==> src/rtl/issue_scoreboard.sv <==
// issue_scoreboard: in-order issue, out-of-order writeback, in-order commit
// scoreboard with a two-source busy/forwarding lookup.
// Optional feature macro: SB_FORWARD_EN (result forwarding on the rs_* lookup).
// Without it, rs_fwd_valid_o and rs_fwd_data_o are tied to zero.
module issue_scoreboard #(
  parameter  int unsigned NR_ENTRIES  = 4,
  parameter  int unsigned NR_WB_PORTS = 4,
  parameter  int unsigned DATA_WIDTH  = 64,
  localparam int unsigned ID_W        = $clog2(NR_ENTRIES)
) (
  input  logic                              clk_i,
  input  logic                              rst_ni,
  input  logic                              flush_i,
  // issue side
  input  logic                              issue_valid_i,
  output logic                              issue_ready_o,
  input  logic [4:0]                        issue_rd_i,
  output logic [ID_W-1:0]                   issue_trans_id_o,
  // writeback ports
  input  logic [NR_WB_PORTS-1:0]            wb_valid_i,
  input  logic [NR_WB_PORTS*ID_W-1:0]       wb_trans_id_i,
  input  logic [NR_WB_PORTS*DATA_WIDTH-1:0] wb_result_i,
  input  logic [NR_WB_PORTS-1:0]            wb_ex_i,
  // commit side
  output logic                              commit_valid_o,
  input  logic                              commit_ack_i,
  output logic [ID_W-1:0]                   commit_trans_id_o,
  output logic [4:0]                        commit_rd_o,
  output logic [DATA_WIDTH-1:0]             commit_result_o,
  output logic                              commit_ex_o,
  // source operand lookup
  input  logic [2*5-1:0]                    rs_addr_i,
  output logic [1:0]                        rs_busy_o,
  output logic [1:0]                        rs_fwd_valid_o,
  output logic [2*DATA_WIDTH-1:0]           rs_fwd_data_o
);

  localparam logic [ID_W:0] FULL_CNT = (ID_W+1)'(NR_ENTRIES);

  // per-entry state
  logic [NR_ENTRIES-1:0] alloc_q, alloc_d;
  logic [NR_ENTRIES-1:0] done_q, done_d;
  logic [NR_ENTRIES-1:0] ex_q, ex_d;
  logic [4:0]            rd_q     [NR_ENTRIES];
  logic [4:0]            rd_d     [NR_ENTRIES];
  logic [DATA_WIDTH-1:0] result_q [NR_ENTRIES];
  logic [DATA_WIDTH-1:0] result_d [NR_ENTRIES];

  // queue pointers and occupancy
  logic [ID_W-1:0] wr_ptr_q, wr_ptr_d;
  logic [ID_W-1:0] rd_ptr_q, rd_ptr_d;
  logic [ID_W:0]   cnt_q, cnt_d;

  logic issue_fire;
  logic commit_fire;

  // issue/commit handshakes; both depend only on registered state and flush_i
  assign issue_ready_o     = (cnt_q != FULL_CNT) && !flush_i;
  assign issue_trans_id_o  = wr_ptr_q;
  assign commit_valid_o    = alloc_q[rd_ptr_q] && done_q[rd_ptr_q] && !flush_i;
  assign commit_trans_id_o = rd_ptr_q;
  assign commit_rd_o       = rd_q[rd_ptr_q];
  assign commit_result_o   = result_q[rd_ptr_q];
  assign commit_ex_o       = ex_q[rd_ptr_q];

  assign issue_fire  = issue_valid_i && issue_ready_o;
  assign commit_fire = commit_valid_o && commit_ack_i;

  // next-state: writeback first, then commit frees the head, then issue allocates the tail
  always_comb begin
    logic [NR_ENTRIES-1:0] wb_taken;
    logic [ID_W-1:0]       wb_id;
    // NOTE: every always_comb target gets a default up front so no path leaves it unassigned (no latch).
    alloc_d  = alloc_q;
    done_d   = done_q;
    ex_d     = ex_q;
    rd_d     = rd_q;
    result_d = result_q;
    wr_ptr_d = wr_ptr_q;
    rd_ptr_d = rd_ptr_q;
    cnt_d    = cnt_q;
    wb_taken = '0;
    wb_id    = '0;

    if (flush_i) begin
      alloc_d  = '0;
      done_d   = '0;
      wr_ptr_d = '0;
      rd_ptr_d = '0;
      cnt_d    = '0;
    end else begin
      // ascending port order: a lower port claims an ID before any higher one can
      for (int k = 0; k < int'(NR_WB_PORTS); k++) begin
        if (wb_valid_i[k]) begin
          wb_id = wb_trans_id_i[k*ID_W +: ID_W];
          if (alloc_q[wb_id] && !wb_taken[wb_id]) begin
            done_d[wb_id]   = 1'b1;
            ex_d[wb_id]     = wb_ex_i[k];
            result_d[wb_id] = wb_result_i[k*DATA_WIDTH +: DATA_WIDTH];
          end
          wb_taken[wb_id] = 1'b1;
        end
      end

      if (commit_fire) begin
        alloc_d[rd_ptr_q] = 1'b0;
        rd_ptr_d          = rd_ptr_q + ID_W'(1);
      end

      // the tail slot is free whenever issue_ready_o is high, so it never collides with the head
      if (issue_fire) begin
        alloc_d[wr_ptr_q] = 1'b1;
        done_d[wr_ptr_q]  = 1'b0;
        ex_d[wr_ptr_q]    = 1'b0;
        rd_d[wr_ptr_q]    = issue_rd_i;
        wr_ptr_d          = wr_ptr_q + ID_W'(1);
      end

      cnt_d = cnt_q + (ID_W+1)'(issue_fire) - (ID_W+1)'(commit_fire);
    end
  end

  // state register with asynchronous clear of every entry field
  always_ff @(posedge clk_i or negedge rst_ni) begin
    if (!rst_ni) begin
      alloc_q  <= '0;
      done_q   <= '0;
      ex_q     <= '0;
      wr_ptr_q <= '0;
      rd_ptr_q <= '0;
      cnt_q    <= '0;
      // NOTE: the entry array is small and its contents drive commit_* directly, so it is reset too.
      for (int i = 0; i < int'(NR_ENTRIES); i++) begin
        rd_q[i]     <= '0;
        result_q[i] <= '0;
      end
    end else begin
      // NOTE: sequential state uses non-blocking assignment only.
      alloc_q  <= alloc_d;
      done_q   <= done_d;
      ex_q     <= ex_d;
      wr_ptr_q <= wr_ptr_d;
      rd_ptr_q <= rd_ptr_d;
      cnt_q    <= cnt_d;
      rd_q     <= rd_d;
      result_q <= result_d;
    end
  end

  // source lookup: scan oldest to youngest so the youngest matching producer is kept
  always_comb begin
    logic [4:0]      addr;
    logic [ID_W-1:0] idx;
    logic            hit;
`ifdef SB_FORWARD_EN
    logic                  hit_done;
    logic [DATA_WIDTH-1:0] hit_data;
`endif
    rs_busy_o      = '0;
    rs_fwd_valid_o = '0;
    rs_fwd_data_o  = '0;
    addr           = '0;
    idx            = '0;
    hit            = 1'b0;
    for (int s = 0; s < 2; s++) begin
      addr = rs_addr_i[s*5 +: 5];
      hit  = 1'b0;
`ifdef SB_FORWARD_EN
      hit_done = 1'b0;
      hit_data = '0;
`endif
      for (int i = int'(NR_ENTRIES) - 1; i >= 0; i--) begin
        idx = wr_ptr_q - ID_W'(i) - ID_W'(1);
        if (alloc_q[idx] && (rd_q[idx] == addr)) begin
          hit = 1'b1;
`ifdef SB_FORWARD_EN
          hit_done = done_q[idx];
          hit_data = result_q[idx];
`endif
        end
      end
      rs_busy_o[s] = hit && (addr != 5'd0);
`ifdef SB_FORWARD_EN
      rs_fwd_valid_o[s] = rs_busy_o[s] && hit_done;
      rs_fwd_data_o[s*DATA_WIDTH +: DATA_WIDTH] =
        (rs_busy_o[s] && hit_done) ? hit_data : '0;
`endif
    end
  end

endmodule

==> config.mk <==
export PLATFORM = sky130hd
export DESIGN_NAME = issue_scoreboard
export DESIGN_NICKNAME = d
export VERILOG_FILES = /design/src/rtl/issue_scoreboard.sv
export SDC_FILE = /design/constraint.sdc
export NUM_CORES = 1
export LEC_CHECK = 0
export ABC_CLOCK_PERIOD_IN_PS = 2990
export BUFFER_PORTS_ARGS = -buffer_cell sky130_fd_sc_hd__buf_2
export CORE_MARGIN = 2
export CORE_UTILIZATION = 29
export CTS_CLUSTER_SIZE = 16
export DETAILED_ROUTE_END_ITERATION = 10
export PLACE_DENSITY = 0.57
export REMOVE_ABC_BUFFERS = 1
export SYNTH_ARGS = -nofsm -noshare
export SYNTH_HDL_FRONTEND = slang
export SYNTH_SLANG_ARGS = --single-unit
==> constraint.sdc <==
create_clock -name clk_i -period 2.99 [get_ports clk_i]
set_clock_uncertainty 0.2 [all_clocks]
set_input_delay 0 -clock clk_i [delete_from_list [all_inputs] [get_ports clk_i]]
set_output_delay 0 -clock clk_i [all_outputs]
set_load 0.005 [all_outputs]
==> flow_summary.yaml, run 1 <==
drt:
  vias_per_cell: 5.82
  drt-total-wl_um: 105000
  drc: 0
  first_pass_iters: 6
  num_vias: 25800
  drt-initial-drc-count: 3010
  routedWlPerCell_um: 23.6
  drtAntennaViolNets: 0
yosys:
  yosysSeqAreaShare_pct: 31.5
  ys_ff_latch: 295
  synth.avg_cell_area_um2: 8.90
  ys.flop_type: "dfrtp_1"
  yosysWarnings: 0
  syn-cell-area_um2: 23500
  synthArstFlopShare_pct: 100
  yosysUniqueCellTypes: 53
  synth_edf_count: 0
  netlist_instances: 2637
clock_network:
  clk_latency_ns: 0.56
  cts_root_buf: "clkbuf_16"
  clockBufferDepth: 3
  htreeDepth: 2
  clk_pin_slew_ns: 0.06
  cts.sinks: 295
  cts_buffers: 42
  tritoncts: "done"
sta:
  setup_ws_ns: -0.133
  slew_headroom_pct: 40.2
  finalCritPeriodShare_pct: 104
  period_minus_slack_ns: 3.12
  fmax_mhz: 320
  tightest_slew_ns: 0.897
  finalSetupViolCount: 2
  drv_slew: 0
  finalHoldViolCount: 0
  rsz0062_at_grt: "yes"
global_route:
  gr-usage-met2_pct: 38.1
  antenna_found_initial: 6
  use_met3_pct: 4.88
  use_met1_pct: 31.9
  grt_overflow: 0
  grt_max_degree: 91
  first_global_vias: 25600
  top_usage_layer: "met2"
  grt_usage_pct: 23.9
  grt_pass1_wl_um: 155000
setup_path:
  crit_required_ns: 2.79
  crit_fanout: 6
  critPathKind: "reg -> out"
  arrival_ns: 2.92
  endpoint_kind: "output pin"
  start_kind: "flip-flop"
die:
  start_util_pct: 29.2
  fp.dieW_um: 288
  dieArea_um2: 83200
  dieHeight_um: 288
  rows: 104
  ios: 500
  core_area_um2: 80300
power:
  peakVddDrop_v: 0.000347
  cellPowerDensity_nw_per_um2: 545
  leakage_nw: 13.6
place:
  place_congestion: 0.842
  port-buffer-count: 369
  place_inst: 3872
  dpl.hpwl_um: 58800
  placed_area_um2: 26200
layout:
  fillerInstances: 7913
  final_area_um2: 32500
  layout.cells.non_filler: 4429
  multi_input_area_um2: 14500
  area_growth_pct: 38.3
  seqCellArea_um2: 7390
  drive_gt1_share_pct: 21.8
  fin_nets: 3635
run:
  drv_cap: 0
status:
  violations: "setup timing"
  status: "finished with violations"
min_path:
  hold_class: "in -> reg"
==> worst max-delay path, cell delays in order (launching register included) <==
cell and delay, ns:
dfrtp_1 0.37, clkinv_2 0.09, ha_4 0.28, buf_8 0.12
buf_4 0.15, buf_4 0.18, mux2i_2 0.33, mux2i_1 0.21
xnor2_1 0.16, nand3_1 0.09, nand2_1 0.06, o22a_1 0.19
buf_2 0.13
==> final cells by class <==
class | instances | share of cell area (%)
clock buffer | 60 | 3.79
multi-input combinational | 2053 | 44.7
timing repair buffer | 928 | 24.0
sequential | 295 | 22.8
tap | 1060 | 4.09
clock inverter | 14 | 0.486
inverter | 12 | 0.166
antenna | 7 | 0.0540
==> registers in the layout (all words and copies together) (netlist names) <==
signal and cells:
commit_trans_id_o 2, issue_trans_id_o 2, result_q 256, cnt_q 3, alloc_q 4, ex_q 4
done_q 4, rd_q 20
==> path summary, 6_finish.rpt <==
| kind | start | slack [ns] | to | cells after the start |
|---|---|---|---|---|
| worst max-delay path | issue_trans_id_o[0]$_DFFE_PN0P_ | -0.13 | rs_busy_o[0] | 12 |
| worst min-delay path | wb_trans_id_i[5] | 0.04 | done_q[0]$_DFF_PN0_ | 6 |
| worst max register to register | alloc_q[0]$_DFF_PN0_ | 0.10 | result_q[255]$_DFFE_PN0N_ | 8 |
| worst min register to register | ex_q[1]$_DFFE_PN0N_ | 0.32 | ex_q[1]$_DFFE_PN0N_ | 2 |
| max in group asynchronous | rst_ni | 1.66 | result_q[26]$_DFFE_PN0N_ | 4 |
| min in group asynchronous | rst_ni | 0.49 | issue_trans_id_o[0]$_DFFE_PN0P_ | 4 |
==> placed cells by master, fill, tap and decap left out, types with 10 or more instances in the layout <==
| cell type | instances |
|---|---|
| a211oi_1 | 261 |
| mux2i_1 | 270 |
| xor2_1 | 28 |
| dlygate4sd3_1 | 469 |
| mux4_2 | 90 |
| clkbuf_16 | 44 |
| a21oi_1 | 518 |
| mux2_2 | 20 |
| o22ai_1 | 256 |
| buf_4 | 46 |
| buf_2 | 368 |
| nand2_1 | 22 |
| nor2_1 | 270 |
| clkbuf_8 | 10 |
| dfrtp_1 | 292 |
| xnor2_1 | 17 |
| or2_2 | 64 |
| conb_1 | 130 |
| buf_12 | 37 |
==> synthesized netlist by cell type (4+ instances only) <==
cell type  instances  area [µm²]
a21oi_1          518        2590
dfrtp_1          295        7380
mux2i_1          272        2720
nor2_1           271        1020
a211oi_1         261        1960
o22ai_1          256        1600
clkbuf_1         178         668
buf_4            139        1040
mux4_2            90        2030
or2_2             65         407
buf_2             48         240
buf_1             29         109
xor2_1            29         254
nand2_1           22        82.6
mux2_2            20         225
xnor2_1           17         149
buf_6             13         146
nand3_1           12        60.1
ha_1              10         125
inv_1             10        37.5
nand3b_1           8        60.1
nor4_1             6        37.5
o21ai_0            6        30.0
a21o_1             4        30.0
and2_1             4        25.0
and3_1             4        25.0
nand4_1            4        25.0
==> per-layer routing <==
layer / part of all wire (%) / vias to the layer above
li1: - / 11200
met1: 40 / 12600
met2: 46 / 1691
met3: 10 / 341
met4: 3.7 / 4
met5: 0.024 / -
==> power breakdown <==
part,leakage (nW),total [W],switching [W],internal [W]
clock,0.683,0.00517,0.00206,0.00311
combinational,9.91,0.00666,0.00283,0.00383
sequential,3.01,0.00587,0.000918,0.00495
total,13.6,0.0177,0.00581,0.0119
==> cell families (layout without fill, tap and decap cells) <==
kind of cell,count (synthesis),count (layout),synth area share (%)
multiplexers,382,382,21.2
XOR/XNOR,46,46,1.72
other,1,137,0.0160
flip-flops,295,295,31.5
AND/OR/NAND/NOR,420,421,8.26
buffers and inverters,419,1014,9.60
AO/OA/AOI/OAI,1063,1063,27.1
adder cells (fa/ha/maj),11,11,0.618
==> stage by stage <==
| step | hold slack, ns | total power, W | worst slack, ns | TNS (ns) | utilization, % |
|---|---|---|---|---|---|
| after floorplan | -0.496 | 0.00929 | -5.20 | -986.54 | - |
| after global placement | -0.149 | 0.0110 | 0.217 | 0 | 32.6 |
| after detailed placement | -0.148 | 0.0111 | 0.192 | 0 | 32.6 |
| after CTS | 0.00595 | 0.0176 | -0.133 | -0.260 | 40.3 |
| after global routing | 0.0634 | 0.0187 | -0.313 | -0.622 | 40.4 |
| final | 0.0448 | 0.0177 | -0.133 | -0.252 | 40.4 |
==> timing repair <==
action	CTS	global route
endpoints found under the setup margin	2	19
endpoints found under the hold margin	589	0
resized for setup	9	12
buffers inserted	4	0
gates cloned	0	2
pin swaps	5	2
hold buffers	470	0
(Power assumes the default switching activity.)
==> run 2: changes to the inputs <==
--- a/config.mk
+++ b/config.mk
@@ -13,6 +13,7 @@
 export DETAILED_ROUTE_END_ITERATION = 10
 export PLACE_DENSITY = 0.57
 export REMOVE_ABC_BUFFERS = 1
+export SKIP_CTS_REPAIR_TIMING = 1
 export SYNTH_ARGS = -nofsm -noshare
 export SYNTH_HDL_FRONTEND = slang
 export SYNTH_SLANG_ARGS = --single-unit
==> flow_summary.yaml, run 2 (synthesis results as in run 1) <==
drt:
  drt-total-wl_um: 104000
  routedWlPerCell_um: 23.6
  drt-initial-drc-count: 2935
  drtAntennaViolNets: 0
  first_pass_iters: 6
  vias_per_cell: 5.80
  drc: 0
  num_vias: 25600
clock_network:
  clk_pin_slew_ns: 0.06
  htreeDepth: 2
  cts_buffers: 42
  clockBufferDepth: 3
  cts_root_buf: "clkbuf_16"
  cts.sinks: 295
  tritoncts: "done"
  clk_latency_ns: 0.56
setup_path:
  crit_path_cell_trace: "inv_2 -> ha_4 -> buf_4 -> buf_4 -> buf_4 -> mux2i_2 -> mux2i_1 -> xnor2_1 -> nand3_1 -> nand2_1 -> o22a_1 -> buf_2"
  crit_path_max_incr_delay_ns: 0.40
  crit_path_frequent_cell: "buf_4"
  arrival_ns: 2.93
  crit_required_ns: 2.79
  crit_slowest_cell: "dfrtp_1"
  crit_buf_inv: 5
  critPathKind: "reg -> out"
  start_kind: "flip-flop"
  endpoint_kind: "output pin"
  crit_fanout: 6
  cp_top_family: "buffers and inverters"
sta:
  slew_headroom_pct: 39.6
  finalHoldViolCount: 0
  finalSetupViolCount: 2
  finalCritPeriodShare_pct: 105
  period_minus_slack_ns: 3.13
  tightest_slew_ns: 0.906
  drv_slew: 0
  fmax_mhz: 319
  rsz0062_at_grt: "yes"
  setup_ws_ns: -0.141
die:
  rows: 104
  ios: 500
  core_area_um2: 80300
  start_util_pct: 29.2
  dieArea_um2: 83200
  dieHeight_um: 288
  fp.dieW_um: 288
place:
  dp_slack_ns: 0.192
  dpl.hpwl_um: 58800
  place_congestion: 0.842
  placed_area_um2: 26200
  port-buffer-count: 369
min_path:
  hold_class: "in -> reg"
global_route:
  grt_usage_pct: 22.5
  grt_max_degree: 91
  grt_pass1_wl_um: 144000
  grt_overflow: 0
  antenna_found_initial: 5
  first_global_vias: 22300
layout:
  area_growth_pct: 37.7
  final_area_um2: 32300
  drive_gt1_share_pct: 21.8
  regMostFlops: "result_q"
  final_cell_mix: "a21oi_1, dlygate4sd3_1, buf_2"
  final_common_cell: "a21oi_1"
  fillerInstances: 7881
  top_regs: "result_q x256, rd_q x20"
  largest_reg_flops: 256
  fin_nets: 3626
power:
  leakage_nw: 13.5
  cellPowerDensity_nw_per_um2: 547
  peakVddDrop_v: 0.000349
run:
  drv_cap: 0
status:
  violations: "setup timing"
  status: "finished with violations"
run 2: layer usage:
layer,vias to the layer above,track usage [%],part of all wire [%]
met5,-,0,0.012
met4,2,7.01,3.3
met3,321,4.64,9.8
met2,1631,35.4,46
met1,12500,31.0,41
li1,11100,-,-
run 2: cell type report:
type,instances,area (µm²),area share [%]
clock inverter,14,158,0.488
multi-input combinational,2052,14500,44.8
antenna,4,10.0,0.0310
tap,1060,1330,4.10
sequential,295,7390,22.9
inverter,12,52.6,0.163
timing repair buffer,920,7670,23.7
clock buffer,60,1230,3.81
run 2: metrics by stage:
stage	total power [W]	util (%)	instances	setup TNS, ns	hold WS [ns]
2_1_floorplan	0.00929	-	2359	-986.54	-0.496
3_3_place_gp	0.0110	32.6	3872	0	-0.149
3_5_place_dp	0.0111	32.6	3872	0	-0.148
4_1_cts	0.0163	34.3	3946	-0.829	-0.763
5_1_grt	0.0187	40.3	4414	-0.681	0.0627
6_report	0.0177	40.3	4417	-0.270	0.0452
run 2: worst reg2reg max path: stages, from the launching register on:
cell           delay (ns)
dfrtp_1              0.52
nand3_1              0.12
or4b_4               0.52
and2_4               0.38
buf_12               0.37
a21oi_1              0.18
dlygate4sd3_1        0.57
run 2: path summary, 6_finish.rpt:
path / startpoint / endpoint / slack, ns / depth (start not counted)
max in group asynchronous: rst_ni / result_q[26]$_DFFE_PN0N_ / 1.64 / 4
min in group asynchronous: rst_ni / issue_trans_id_o[0]$_DFFE_PN0P_ / 0.49 / 4
worst max-delay path: issue_trans_id_o[0]$_DFFE_PN0P_ / rs_busy_o[0] / -0.14 / 12
worst max register to register: alloc_q[3]$_DFF_PN0_ / result_q[19]$_DFFE_PN0N_ / 0.07 / 6
worst min register to register: ex_q[1]$_DFFE_PN0N_ / ex_q[1]$_DFFE_PN0N_ / 0.32 / 2
worst min-delay path: wb_trans_id_i[5] / done_q[0]$_DFF_PN0_ / 0.05 / 6
run 2: power breakdown:
| part | internal [W] | total (W) | switching, W |
|---|---|---|---|
| sequential | 0.00495 | 0.00588 | 0.000923 |
| combinational | 0.00381 | 0.00662 | 0.00282 |
| clock | 0.00311 | 0.00517 | 0.00206 |
